--- config.mk ---
export PLATFORM = sky130hd
export DESIGN_NAME = nibble_serial_subtractor
export DESIGN_NICKNAME = d
export VERILOG_FILES = /design/src/rtl/nibble_serial_subtractor.sv
export SDC_FILE = /design/constraint.sdc
export NUM_CORES = 1
export LEC_CHECK = 0
export ABC_AREA = 1
export BUFFER_PORTS_ARGS = -buffer_cell sky130_fd_sc_hd__buf_2
export CAP_MARGIN = 20
export CORE_MARGIN = 3
export CORE_UTILIZATION = 54
export CTS_BUF_LIST = sky130_fd_sc_hd__clkbuf_4 sky130_fd_sc_hd__clkbuf_8
export DETAILED_ROUTE_END_ITERATION = 7
export PLACE_DENSITY = 0.87
export RECOVER_POWER = 50
export SLEW_MARGIN = 20
export SYNTH_ARGS = -nofsm -noshare
export SYNTH_HDL_FRONTEND = slang
export SYNTH_SLANG_ARGS = --single-unit
--- constraint.sdc ---
create_clock -name clk -period 2.4 [get_ports clk]
set_clock_uncertainty 0.2 [all_clocks]
set_input_delay 0.24 -clock clk [delete_from_list [all_inputs] [get_ports clk]]
set_output_delay 0.24 -clock clk [all_outputs]
set_load 0.03 [all_outputs]
--- src/rtl/nibble_serial_subtractor.sv ---
// Nibble-serial WIDTH-bit subtractor sequencer around an external 4-bit slice.
// Optional signed overflow flag enabled by NIBBLE_SUB_SIGNED_OVF_EN.
module nibble_serial_subtractor #(
  parameter int WIDTH = 16
) (
  input  logic             clk,
  input  logic             rst,
  input  logic             startValid,
  output logic             startReady,
  input  logic [WIDTH-1:0] a,
  input  logic [WIDTH-1:0] b,
  output logic [3:0]       sliceA,
  output logic [3:0]       sliceB,
  output logic             sliceCarryIn,
  input  logic [3:0]       sliceDiff,
  input  logic             sliceCarryOut,
  output logic             resultValid,
  input  logic             resultReady,
  output logic [WIDTH-1:0] diff,
  output logic             borrowOut,
  output logic             overflow
);

  localparam int NIBBLES = WIDTH / 4;
  localparam int IDX_W = (NIBBLES > 1) ? $clog2(NIBBLES) : 1;
  localparam logic [IDX_W-1:0] LAST_IDX = IDX_W'(NIBBLES - 1);

  typedef enum logic [1:0] {
    IDLE,
    RUN,
    DONE
  } state_t;

  state_t           state_q;
  state_t           state_d;
  logic [IDX_W-1:0] idx_q;
  logic             carry_q;
  logic [WIDTH-1:0] a_q;
  logic [WIDTH-1:0] b_q;
  logic [WIDTH-1:0] diff_q;
  logic             borrow_q;
  logic             accept;
  logic             running;
  logic             last;
  logic             complete;

  // State register; reset aborts any operation in flight
  always_ff @(posedge clk or posedge rst) begin
    if (rst) begin
      state_q <= IDLE;
    end else begin
      state_q <= state_d;
    end
  end

  // Next-state and handshake decode
  always_comb begin
    state_d     = state_q;
    startReady  = 1'b0;
    resultValid = 1'b0;
    accept      = 1'b0;
    running     = 1'b0;
    last        = 1'b0;
    complete    = 1'b0;
    unique case (state_q)
      IDLE: begin
        startReady = 1'b1;
        accept     = startValid;
        if (startValid) begin
          state_d = RUN;
        end
      end
      RUN: begin
        running = 1'b1;
        last    = (idx_q == LAST_IDX);
        if (idx_q == LAST_IDX) begin
          state_d = DONE;
        end
      end
      DONE: begin
        resultValid = 1'b1;
        complete    = resultReady;
        if (resultReady) begin
          state_d = IDLE;
        end
      end
      default: begin
        state_d = IDLE;
      end
    endcase
  end

  // Slice operands come straight from registers and are zero outside RUN
  always_comb begin
    sliceA       = 4'd0;
    sliceB       = 4'd0;
    sliceCarryIn = 1'b0;
    if (running) begin
      sliceA       = a_q[4*idx_q +: 4];
      sliceB       = b_q[4*idx_q +: 4];
      sliceCarryIn = carry_q;
    end
  end

  // Operand capture, nibble index and carry ripple between slice cycles
  always_ff @(posedge clk or posedge rst) begin
    if (rst) begin
      a_q     <= '0;
      b_q     <= '0;
      idx_q   <= '0;
      carry_q <= 1'b0;
    end else if (accept) begin
      a_q     <= a;
      b_q     <= b;
      idx_q   <= '0;
      carry_q <= 1'b1;
    end else if (running) begin
      carry_q <= sliceCarryOut;
      idx_q   <= last ? '0 : idx_q + 1'b1;
    end
  end

  // Assemble the difference nibble by nibble; final carry-out gives borrow
  always_ff @(posedge clk or posedge rst) begin
    if (rst) begin
      diff_q   <= '0;
      borrow_q <= 1'b0;
    end else if (running) begin
      diff_q[4*idx_q +: 4] <= sliceDiff;
      if (last) begin
        borrow_q <= ~sliceCarryOut;
      end
    end
  end

  assign diff      = diff_q;
  assign borrowOut = borrow_q;

`ifdef NIBBLE_SUB_SIGNED_OVF_EN
  logic ovf_q;

  // Signed overflow: operand signs differ and result sign differs from a
  always_ff @(posedge clk or posedge rst) begin
    if (rst) begin
      ovf_q <= 1'b0;
    end else if (running && last) begin
      ovf_q <= (a_q[WIDTH-1] != b_q[WIDTH-1]) &&
               (sliceDiff[3] != a_q[WIDTH-1]);
    end
  end

  assign overflow = ovf_q;
`else
  assign overflow = 1'b0;
`endif

  logic unused_complete;
  assign unused_complete = complete;

endmodule
# --- Word-level counts from Yosys, hierarchy flattened ---
# Index checks and enable logic that the tools add are counted.
word_totals:
  out_inout_bits: 29
  ff_bits: 54
op_classes:
  muxes: 18
  n_shift: 4
  bitwise: 1
  add_sub_neg: 2
  eq_ne: 6
  n_reduce_logical: 4
ops:
  columns: ["cell", "n"]
  rows:
  - ["negation 4 -> 34 bit", 1]
  - ["variable shift 4 x 34 -> 16 bit, first input constant", 1]
  - ["variable part select 4 x 34 -> 16 bit", 1]
  - ["variable part select 16 x 5 -> 4 bit", 2]
  - ["bitwise mux 16 bit", 1]
  - ["2-to-1 mux 2 bit", 6]
  - ["2-to-1 mux 1 bit", 8]
  - ["2-to-1 mux 4 bit", 2]
  - ["inequality test 2 bit, second input constant", 3]
  - ["case mux 2 bit (3 select lines)", 1]
  - ["== test 2 bit, second input constant", 2]
  - ["AND reduction 3 bit", 1]
  - ["adder 2 x 1 -> 2 bit, second input constant", 1]
  - ["== test 2 x 1 -> 1 bit, second input constant", 1]
  - ["logical NOT 2 bit", 1]
  - ["AND reduction 2 bit", 1]
  - ["nonzero test 2 bit", 1]
  - ["NOT 1 bit", 1]

# --- Longest topological paths before layout ---
# Gate-level depths: netlist (run 1).
depth:
  ltp_word: 5
  mapped_depth: 8
  depth_no_buf: 7

# --- Worst setup path before layout (run 1) ---
# OpenSTA, ideal clock, no wires.
synth_timing:
  path_type: "reg-to-reg"
  start: "reg idx_q[0]"
  end: "reg diff_q[1] (netlist: diff[1])"
  stages_incl_launch_ff: 7
  path_slack_ns: 0.605
  t_arrival_ns: 1.512
  setup_time_ns: 0.083
  period_less_slack_ns: 1.795
  path_cell_list: "dfrtp_1 > inv_1 > clkbuf_1 > ha_1 > nor2_1 > nand3_1 > o21ai_0"
synth_between:
  elab_chain_len: 3
  elab_cells_between_ends: 4
  cone_classes: "add/sub (1); shift (2); mux (1)"
synth_rtl:
  columns: ["element", "line", "rtl"]
  rows:
  - ["from (decl)", "36", "logic [IDX_W-1:0] idx_q;"]
  - ["from (signal assigned)", "119", "idx_q <= last ? '0 : idx_q + 1'b1;"]
  - ["negation 4 -> 34 bit *", "129", "diff_q[4*idx_q +: 4] <= sliceDiff;"]
  - ["variable part select 4 x 34 -> 16 bit / variable shift 4 x 34 -> 16 bit (equally long branches)", "129", null]
  - ["bitwise mux 16 bit *", "129", null]
  - ["to (signal, indexed assignment)", "129", null]
  - ["to (decl)", "40", "logic [WIDTH-1:0] diff_q;"]
# Mark *: on every way between the ends. The rest lies on a longest branch, timed or not.
# A chain may end at the register's enable or synchronous reset.

# --- Final worst setup path (run 1) ---
layout_timing:
  start: "reg state_q[1]"
  end: "out sliceA[0]"
layout_between:
  elab_chain_len: 3
layout_rtl:
  columns: ["element", "line", "rtl"]
  rows:
  - ["from (decl)", "34", "state_t state_q;"]
  - ["from (signal assigned)", "52", "state_q <= state_d;"]
  - ["== test 2 x 1 -> 1 bit", "65", "unique case (state_q)"]
  - ["2-to-1 mux 1 bit", "65", null]
  - ["2-to-1 mux 4 bit", "98", "if (running) begin"]
  - ["to (decl)", "12", "output logic [3:0] sliceA,"]
# Every way passes these cells.

==> metrics.csv, run 1 <==
metric,value,unit
status,"complete, no violations",
antenna-violating nets left,0,
crit-path cells,inv_1 -> nand2_1 -> a21oi_1 -> buf_2,
gr ovfl total,0,
"Seq/Total Area, Yosys",51.87,%
Yosys top cell area share,51.87,%
WS Path Type,flop to output port,
Synth Flop Type,dfrtp_1,
PortBufs,68,
sequential cell area,1351,um^2
Sink Count,54,
Critical path buffers and inverters,2,
Worst slew margin,19.71,%
die area,5693,um^2
vias after detailed routing,2431,
Max Cap Violations,0,
vias in the first global route,2447,
core area,4504,um^2
TritonCTS Buffers,5,
fill count,350,
final core utilization,74.75,%
"count leader, synth",nand2_1,
DPL Wire Length,4192,um
CP Capture Type,output port,
Crit path required time,1960,ps
family with the most delay on the worst path,flip-flops,
Clock Latency Late Sink,300,ps
RD Place Congestion,0.8648,
drt first pass iters,4,
total I/O pin count,70,
flop2flop setup slack,550,ps
final period utilization,89.47,%
All-Layer GR Usage,24.36,%
initial antenna violation count,0,
Synth Register Bits,54,
CTS tree,built,
Iteration-0 DRC Markers,113,
Post-synth ARST share,100.0,%
DRC viols,0,
Routed WL,6228,um
Crit-path slowest cell,dfrtp_1,
syn_area_per_cell,7.991,um^2
minimum clock period,2147,ps
area of the multi-input gates,979.7,um^2
H-tree levels,2,
Static Leak,1.841,nW
root buf cell,clkbuf_8,
Achievable Freq,465.7,MHz
Setup Viol. Count Final,0,
Max VDD drop,976.1,uV
"Warnings, synthesis",0,
die span in y,75.46,um
Hold Path Class,input pin to flop,
Slew @ Worst Pin,1203,ps
Synth area leader,dfrtp_1,
layout cells sized above 1,17.18,%
Post-synth EDFFs,0,
DR WL/cell,13.06,um
RSZ-0062 raised after global routing,no,
TNS Setup,0,ps
Clock Path Buffers,2,
final net count,470,
largest net degree at the start of global routing,36,
synthesized area,2605,um^2
Placement Rows,24,
CP Max Fanout,14,
final slew viol count,0,
synth top area cells,"dfrtp_1, nand2_1, a21oi_1, inv_1, nor2_1",
Setup crit start kind,flop,
Commonest cells post-synth,"nand2_1, dfrtp_1, inv_1, a21oi_1, nor2_1",
power per cell area,1294,nW/um^2
Syn Nets,372,
antenna diode count,0,
clk slew on worst S/H paths,90,ps
Synth-to-Final Area Change,29.25,%
Via density,5.096,
Synth cell types,21,
CP peak stage delay,430,ps
first-pass GRT wire length,10450,um
Syn Inst Count,326,
final hold violation count,0,
Worst EP arrival,1710,ps
die extent in x,75.46,um
Initial Util,57.83,%
-- final cells by class --
class | instances | share of cell area, %
clock inverter | 1 | 0.8919
tap | 52 | 1.932
inverter | 46 | 5.128
clock buffer | 7 | 2.490
timing repair buffer | 105 | 20.33
sequential | 54 | 40.13
multi-input combinational | 212 | 29.10
-- repair_timing --
item / CTS / global route
setup buffers: 0 / 0
setup endpoints to repair: 0 / 0
hold endpoints to repair: 61 / 0
resized for setup: 0 / 0
hold buffers: 30 / 0
-- worst reg2reg max path, cell delays in order (launching register included) --
cell and delay [ps]:
dfrtp_1 380, inv_1 280, ha_1 330, nor2_1 240, nand3_1 120, o21ai_0 210
-- cells in the final DEF (no fill, tap or decap), types with 3 or more instances in the layout --
cell | synthesis | routed
ha_1 | 5 | 5
buf_4 | 1 | 6
nand2_1 | 86 | 86
nor2_4 | 3 | 3
inv_1 | 45 | 45
clkbuf_1 | 2 | 17
o21ai_0 | 8 | 8
clkbuf_8 | 0 | 5
buf_2 | 6 | 51
dlygate4sd3_1 | 0 | 30
dfrtp_1 | 54 | 54
nor2_1 | 40 | 40
a21oi_1 | 40 | 40
nand3_1 | 22 | 22
-- sequential cells by signal (all words and copies together) (netlist names) --
| signal | flops |
|---|---|
| b_q | 16 |
| state_q | 2 |
| borrowOut | 1 |
| carry_q | 1 |
| idx_q | 2 |
| diff | 16 |
| a_q | 16 |
-- kinds of logic (layout without fill, tap and decap cells) --
kind of cell	count (synthesis)	in the layout	synth area share (%)
AND/OR/NAND/NOR	156	156	25.26
flip-flops	54	54	51.87
other	1	1	0.1440
AO/OA/AOI/OAI	50	50	9.798
buffers and inverters	60	159	10.52
adder cells (fa/ha/maj)	5	5	2.402
-- final timing paths --
path | end | start | cells after the start
setup / recovery | sliceA[0] | state_q[1] | 4
hold / removal | a_q[5] | a[5] | 3
setup reg to reg | diff[2] | idx_q[0] | 5
hold reg to reg | diff[4] | diff[4] | 2
max in group asynchronous | idx_q[0] | rst | 3
min in group asynchronous | carry_q | rst | 3
-- metal layers --
| metal | global-route usage, % | vias to the layer above | share of wire [%] |
|---|---|---|---|
| met2 | 43.05 | 92 | 51 |
| met3 | 5.541 | 14 | 5.5 |
| met1 | 29.30 | 1133 | 42 |
| li1 | - | 1192 | - |
| met4 | 8.155 | 0 | 1.9 |
| met5 | 0 | - | 0 |
-- report_power, final --
part / switching, mW / internal (mW)
logic: 1.61 / 0.684
registers: 0.153 / 1.30
clock network: 0.277 / 0.335
total: 2.04 / 2.32
-- per-stage QoR --
stage | cells | power [mW] | hold WS [ps] | instance area, um^2 | setup slack (ps)
2_1_floorplan | 326 | 3.186 | 137.3 | 2605 | 605.1
3_3_place_gp | 439 | 3.657 | 168.6 | 2974 | 663.4
3_5_place_dp | 439 | 3.747 | 177.8 | 2974 | 578.2
4_1_cts | 477 | 4.403 | 1.911 | 3388 | 255.6
5_1_grt | 477 | 4.716 | 9.099 | 3367 | 84.16
6_report | 477 | 4.358 | 1.601 | 3367 | 252.8
(Power assumes the default switching activity.)
==> run 2: changes to the inputs <==
--- a/config.mk
+++ b/config.mk
@@ -8,11 +8,14 @@
 export ABC_AREA = 1
 export BUFFER_PORTS_ARGS = -buffer_cell sky130_fd_sc_hd__buf_2
 export CAP_MARGIN = 20
+export CELL_PAD_IN_SITES_DETAIL_PLACEMENT = 1
+export CELL_PAD_IN_SITES_GLOBAL_PLACEMENT = 1
 export CORE_MARGIN = 3
-export CORE_UTILIZATION = 54
+export CORE_UTILIZATION = 39
 export CTS_BUF_LIST = sky130_fd_sc_hd__clkbuf_4 sky130_fd_sc_hd__clkbuf_8
+export CTS_CLUSTER_DIAMETER = 120
 export DETAILED_ROUTE_END_ITERATION = 7
-export PLACE_DENSITY = 0.87
+export PLACE_DENSITY = 0.86
 export RECOVER_POWER = 50
 export SLEW_MARGIN = 20
 export SYNTH_ARGS = -nofsm -noshare
==> run 2 against run 1 <==
Against the previous run:
- the flow now finishes with violations (negative hold slack)
- non-clock buffer count down 1
- die area up 35%
- via count is 0.86% lower
- highest routed layer unchanged
- sequential share of layout area rose by 0.22 points
- worst hold slack got worse by 6.6 ps
- power fell by 1.2%
- final cell count rose by 4.8%
- sequential cell count stayed put
- sequential power about the same
- core utilization is 23 points lower
- first-iteration DRC count decreased by 1.8%
==> metrics.csv, run 2 (same netlist as run 1, synthesis figures left out) <==
metric,value,unit
status,"finished, violations left",
failing checks,negative hold slack,
DR WL/cell,14.47,um
Clock Path Buffers,2,
Internal Power,2.186,mW
Worst Hold End,a_q[1],
NetSw,2.118,mW
fill count,825,
Worst EP arrival,1780,ps
H-tree levels,2,
Fin Hold WS,-4.950,ps
Worst slew margin,26.40,%
worst-case reg-to-reg path depth,5,
RSZ-0062 raised after global routing,no,
Clock Latency Late Sink,310,ps
total I/O pin count,70,
TNS Setup,0,ps
final cell count without fillers,500,
antenna-violating nets left,0,
Crit-path slowest cell,dfrtp_1,
initial antenna violation count,0,
vias after detailed routing,2410,
most frequent cells in the layout,"nand2_1, dfrtp_1, buf_2",
clk slew on worst S/H paths,90,ps
final hold violation count,2,
DRC viols,0,
Hold Path Class,input pin to flop,
Seq pwr share,34.1,%
Setup Buffers After CTS,0,
Setup Viol. Count Final,0,
final core utilization,52.13,%
Comb power frac,54.1,%
layout cells sized above 1,16.78,%
Crit path required time,1960,ps
die extent in x,87.73,um
family with the most delay on the worst path,flip-flops,
first-pass GRT wire length,11920,um
CP Max Fanout,14,
Iteration-0 DRC Markers,111,
Hold Crit Depth,3,
All-Layer GR Usage,19.80,%
Placed Instances,463,
Synth-to-Final Area Change,28.53,%
Crit path depth,4,
FF-to-FF Start,state_q[0],
Critical path buffers and inverters,2,
drt first pass iters,4,
power per cell area,1286,nW/um^2
Static Leak,1.814,nW
Initial Util,40.56,%
Via density,4.820,
largest net degree at the start of global routing,35,
flop2flop setup slack,480,ps
Place WS,496.3,ps
Post-CTS Hold Fix Bufs,30,
WS Path Type,flop to output port,
core area,6422,um^2
Total Power,4.304,mW
setup ws final,181.0,ps
die span in y,87.73,um
Clock Power Share,11.8,%
Max VDD drop,680.8,uV
crit-path cells,inv_1 -> nand2_1 -> a21oi_1 -> buf_2,
RD Place Congestion,0.8312,
"most common cell after layout, fill and taps aside",nand2_1,
Setup crit start kind,flop,
vias in the first global route,2618,
Routed WL,7236,um
final slew viol count,0,
TritonCTS Buffers,5,
sw frac,49.22,%
final net count,469,
CTS tree,built,
minimum clock period,2219,ps
die area,7697,um^2
Worst Setup SP,state_q[1],
root buf cell,clkbuf_8,
Sink Count,54,
CP peak stage delay,440,ps
RR Endpoint,b_q[5],
worst hold start,a[1],
post-CTS sizing,0,
antenna diode count,0,
final period utilization,92.46,%
PortBufs,68,
Slew @ Worst Pin,1103,ps
Placement Rows,29,
gr ovfl total,0,
Achievable Freq,450.6,MHz
CP Capture Type,output port,
DPL Wire Length,4902,um
Max Cap Violations,0,
[run 2: cell count changes in the layout (fill, tap and decap cells not counted)]
cell        previous run  this run
buf_12                 1         0
buf_4                  6         5
bufinv_16              1         0
clkinvlp_4             0         1
[run 2: area by class of cell]
| class | count | area [um^2] | area share, % |
|---|---|---|---|
| clock inverter | 1 | 7.507 | 0.2242 |
| sequential | 54 | 1351 | 40.36 |
| clock buffer | 6 | 76.32 | 2.280 |
| timing repair buffer | 104 | 664.4 | 19.84 |
| tap | 77 | 96.34 | 2.877 |
| multi-input combinational | 212 | 979.7 | 29.26 |
| inverter | 46 | 172.7 | 5.157 |
[run 2: through the flow]
stage | hold slack (ps) | instance area, um^2
final | -4.950 | 3348
after floorplan | 137.3 | 2605
after detailed placement | 165.6 | 2998
after CTS | 0.1016 | 3382
after global routing | 0.1109 | 3348
after global placement | 149.7 | 2998
[run 2: power groups by stage]
stage          Combinational, mW  Clock [mW]  Sequential [mW]
3_5_place_dp                2.32           0             1.49
4_1_cts                     2.37       0.520             1.47
5_1_grt                     2.60       0.562             1.51
2_1_floorplan               1.54           0             1.65
6_report                    2.33       0.507             1.47
3_3_place_gp                2.24           0             1.46
[run 2: how the worst max path moves through the flow]
stage	slack [ps]	end
after floorplan	610	diff[1]
after global placement	590	sliceB[0]
after detailed placement	500	a_q[13]
after CTS	160	sliceB[0]
after global routing	40	a_q[5]
final	180	sliceB[0]
[run 2: metal layers]
| metal | part of all wire (%) | vias to the layer above | GRT usage [%] |
|---|---|---|---|
| met1 | 44 | 1156 | 24.61 |
| li1 | - | 1191 | - |
| met2 | 52 | 57 | 35.96 |
| met4 | 0.82 | 0 | 4.184 |
| met3 | 3.9 | 6 | 3.387 |
| met5 | 0 | - | 0 |
[run 2: worst reg2reg max path: cells and delay by family, from the launching register on]
family,cells,cell delay [ps]
compound gates,1,150
simple gates,3,600
buf+inv,1,430
flops,1,470
==> run 3: changes to the inputs <==
--- a/config.mk
+++ b/config.mk
@@ -5,13 +5,12 @@
 export SDC_FILE = /design/constraint.sdc
 export NUM_CORES = 1
 export LEC_CHECK = 0
-export ABC_AREA = 1
+export ABC_AREA = 0
 export BUFFER_PORTS_ARGS = -buffer_cell sky130_fd_sc_hd__buf_2
 export CAP_MARGIN = 20
 export CELL_PAD_IN_SITES_DETAIL_PLACEMENT = 1
 export CELL_PAD_IN_SITES_GLOBAL_PLACEMENT = 1
-export CORE_MARGIN = 3
-export CORE_UTILIZATION = 39
+export CORE_UTILIZATION = 42
 export CTS_BUF_LIST = sky130_fd_sc_hd__clkbuf_4 sky130_fd_sc_hd__clkbuf_8
 export CTS_CLUSTER_DIAMETER = 120
 export DETAILED_ROUTE_END_ITERATION = 7
==> run 3 against run 2 <==
Against the previous run:
- final area grew 2.8%
- clock power up 26%
- the flow now finishes without violations
- via count down 17%
- register-to-register slack got worse by 130 ps
- combinational power grew 7%
- core utilization is 6.0 points higher
- final cell count decreased by 22%
- maximum frequency rose by 0.47%
- worst setup slack gained 10 ps
- first-iteration DRC count decreased by 35%
==> metrics.csv, run 3 <==
metric,value,unit
total I/O pin count,70,
core area,5921,um^2
Setup Viol. Count Final,0,
worst-case reg-to-reg path depth,4,
gr ovfl total,0,
All-Layer GR Usage,23.28,%
Synth Register Bits,54,
"most common cell after layout, fill and taps aside",dfrtp_1,
minimum clock period,2209,ps
Clock Path Buffers,2,
root buf cell,clkbuf_8,
power per cell area,1381,nW/um^2
RR Endpoint,diff[14],
Initial Util,43.32,%
Sink Count,54,
synthesized area,2565,um^2
Max Cap Violations,0,
die extent in x,80.15,um
layout cells sized above 1,33.55,%
final period utilization,92.03,%
Static Leak,1.567,nW
DPL Wire Length,4253,um
DRC viols,0,
Placement Rows,28,
FF-to-FF Start,idx_q[1],
Achievable Freq,452.7,MHz
antenna-violating nets left,0,
"Seq/Total Area, Yosys",52.68,%
die span in y,80.15,um
Fin Hold WS,24.46,ps
"Warnings, synthesis",0,
post-layout instance area,3441,um^2
Synth area leader,dfrtp_1,
vias after detailed routing,2009,
largest net degree at the start of global routing,34,
CP Capture Type,output port,
largest family of logic cells by synthesized area,multiplexers,
Synth Area in Compound Gates,8.927,%
"count leader, synth",dfrtp_1,
Synth Flop Type,dfrtp_1,
DR WL/cell,17.77,um
TritonCTS Buffers,5,
Commonest cells post-synth,"dfrtp_1, mux2_2, inv_1, mux2i_1",
post-synthesis simple-gate area fraction,8.878,%
Post-Place Cell Area,2985,um^2
Placed Instances,344,
final cell count without fillers,388,
H-tree levels,2,
area share of fa/ha/maj cells after synthesis,2.439,%
Via density,5.178,
antenna diode count,0,
Syn Inst Count,207,
Total Power,4.753,mW
Slew @ Worst Pin,962.4,ps
most frequent cells in the layout,"dfrtp_1, buf_2, dlygate4sd3_1",
synth top area cells,"dfrtp_1, mux2_2, mux2i_1, o32ai_1, inv_1",
WS Path Type,flop to output port,
Post-synth EDFFs,0,
final slew viol count,0,
Yosys top cell area share,52.68,%
Hold Path Class,input pin to flop,
CP Max Fanout,9,
syn_area_per_cell,12.39,um^2
Iteration-0 DRC Markers,72,
PortBufs,68,
Worst Setup SP,state_q[1],
worst hold start,sliceDiff[3],
Setup crit start kind,flop,
flop2flop setup slack,350,ps
initial antenna violation count,0,
Syn Nets,253,
RD Place Congestion,0.7262,
status,"complete, no violations",
die area,6423,um^2
RSZ-0062 raised after global routing,no,
drt first pass iters,4,
first-pass GRT wire length,11070,um
Worst slew margin,35.77,%
Worst Hold End,diff[15],
Clock Latency Late Sink,320,ps
vias in the first global route,2243,
multiplexer area fraction after synthesis,20.68,%
Routed WL,6894,um
Post-synth ARST share,100.0,%
Max VDD drop,827.9,uV
Synth Area in XOR/XNOR,0,%
CTS tree,built,
final net count,358,
clk slew on worst S/H paths,100,ps
Crit path required time,1960,ps
Hold Crit Depth,3,
Synth-to-Final Area Change,34.15,%
TNS Setup,0,ps
Worst EP arrival,1770,ps
final hold violation count,0,
Synth cell types,29,
-- run 3: changes by cell type after synthesis, sizes merged, moves of 16 or more --
| cell | change |
|---|---|
| nor2 | -42 |
| nand3 | -22 |
| a21oi | -40 |
| mux2i | +17 |
| nand2 | -73 |
| o32ai | +16 |
| inv | -23 |
| mux2 | +32 |
-- run 3: layer usage --
layer  track usage (%)  part of all wire, %  vias up
met5                 0                    0        -
met4             5.357                 0.74        0
met3             4.432                  3.7        5
met2             44.10                   56       50
met1             26.78                   40     1008
li1                  -                    -      946
-- run 3: metrics by stage --
| stage | setup slack [ps] | utilization, % |
|---|---|---|
| floorplan | 74.20 | - |
| global placement | 453.2 | 50.42 |
| detailed placement | 391.9 | 50.42 |
| CTS | 56.60 | 58.31 |
| global route | 115.1 | 58.12 |
| finish | 191.2 | 58.12 |
-- run 3: worst max-delay path: stages (launching register included) --
cell and delay (ps):
dfrtp_1 490, or3b_4 490, o22ai_1 220, buf_2 250
-- run 3: cell families after synthesis --
logic type	count (synthesis)
AND/OR/NAND/NOR	35
adder cells (fa/ha/maj)	5
other	1
buffers and inverters	34
AO/OA/AOI/OAI	29
flip-flops	54
multiplexers	49
-- run 3: area by class of cell --
type                       instances  area [um^2]
clock buffer                       5        68.82
fill                             648         2480
sequential                        54         1351
clock inverter                     3        47.55
timing repair buffer             110        734.5
inverter                          22        82.58
multi-input combinational        119         1062
tap                               75        93.84
-- run 3: worst max-delay path by stage --
stage                     end  slack, ps
finish              sliceA[0]        190
global route        sliceA[0]        120
CTS                 sliceA[2]         60
detailed placement   diff[15]        390
global placement     diff[15]        450
floorplan            diff[12]         70
-- run 3: power breakdown --
part	leakage (nW)	internal (mW)	switching, mW
clock	0.0587	0.317	0.324
sequential	0.668	1.35	0.269
combinational	0.840	0.993	1.50
total	1.57	2.66	2.09
-- run 3: timing repair --
item                                   CTS  global route
hold buffers                            35             0
setup endpoints to repair                0             2
resized for setup                        0             1
endpoints found under the hold margin   56             0
setup buffers                            0             1
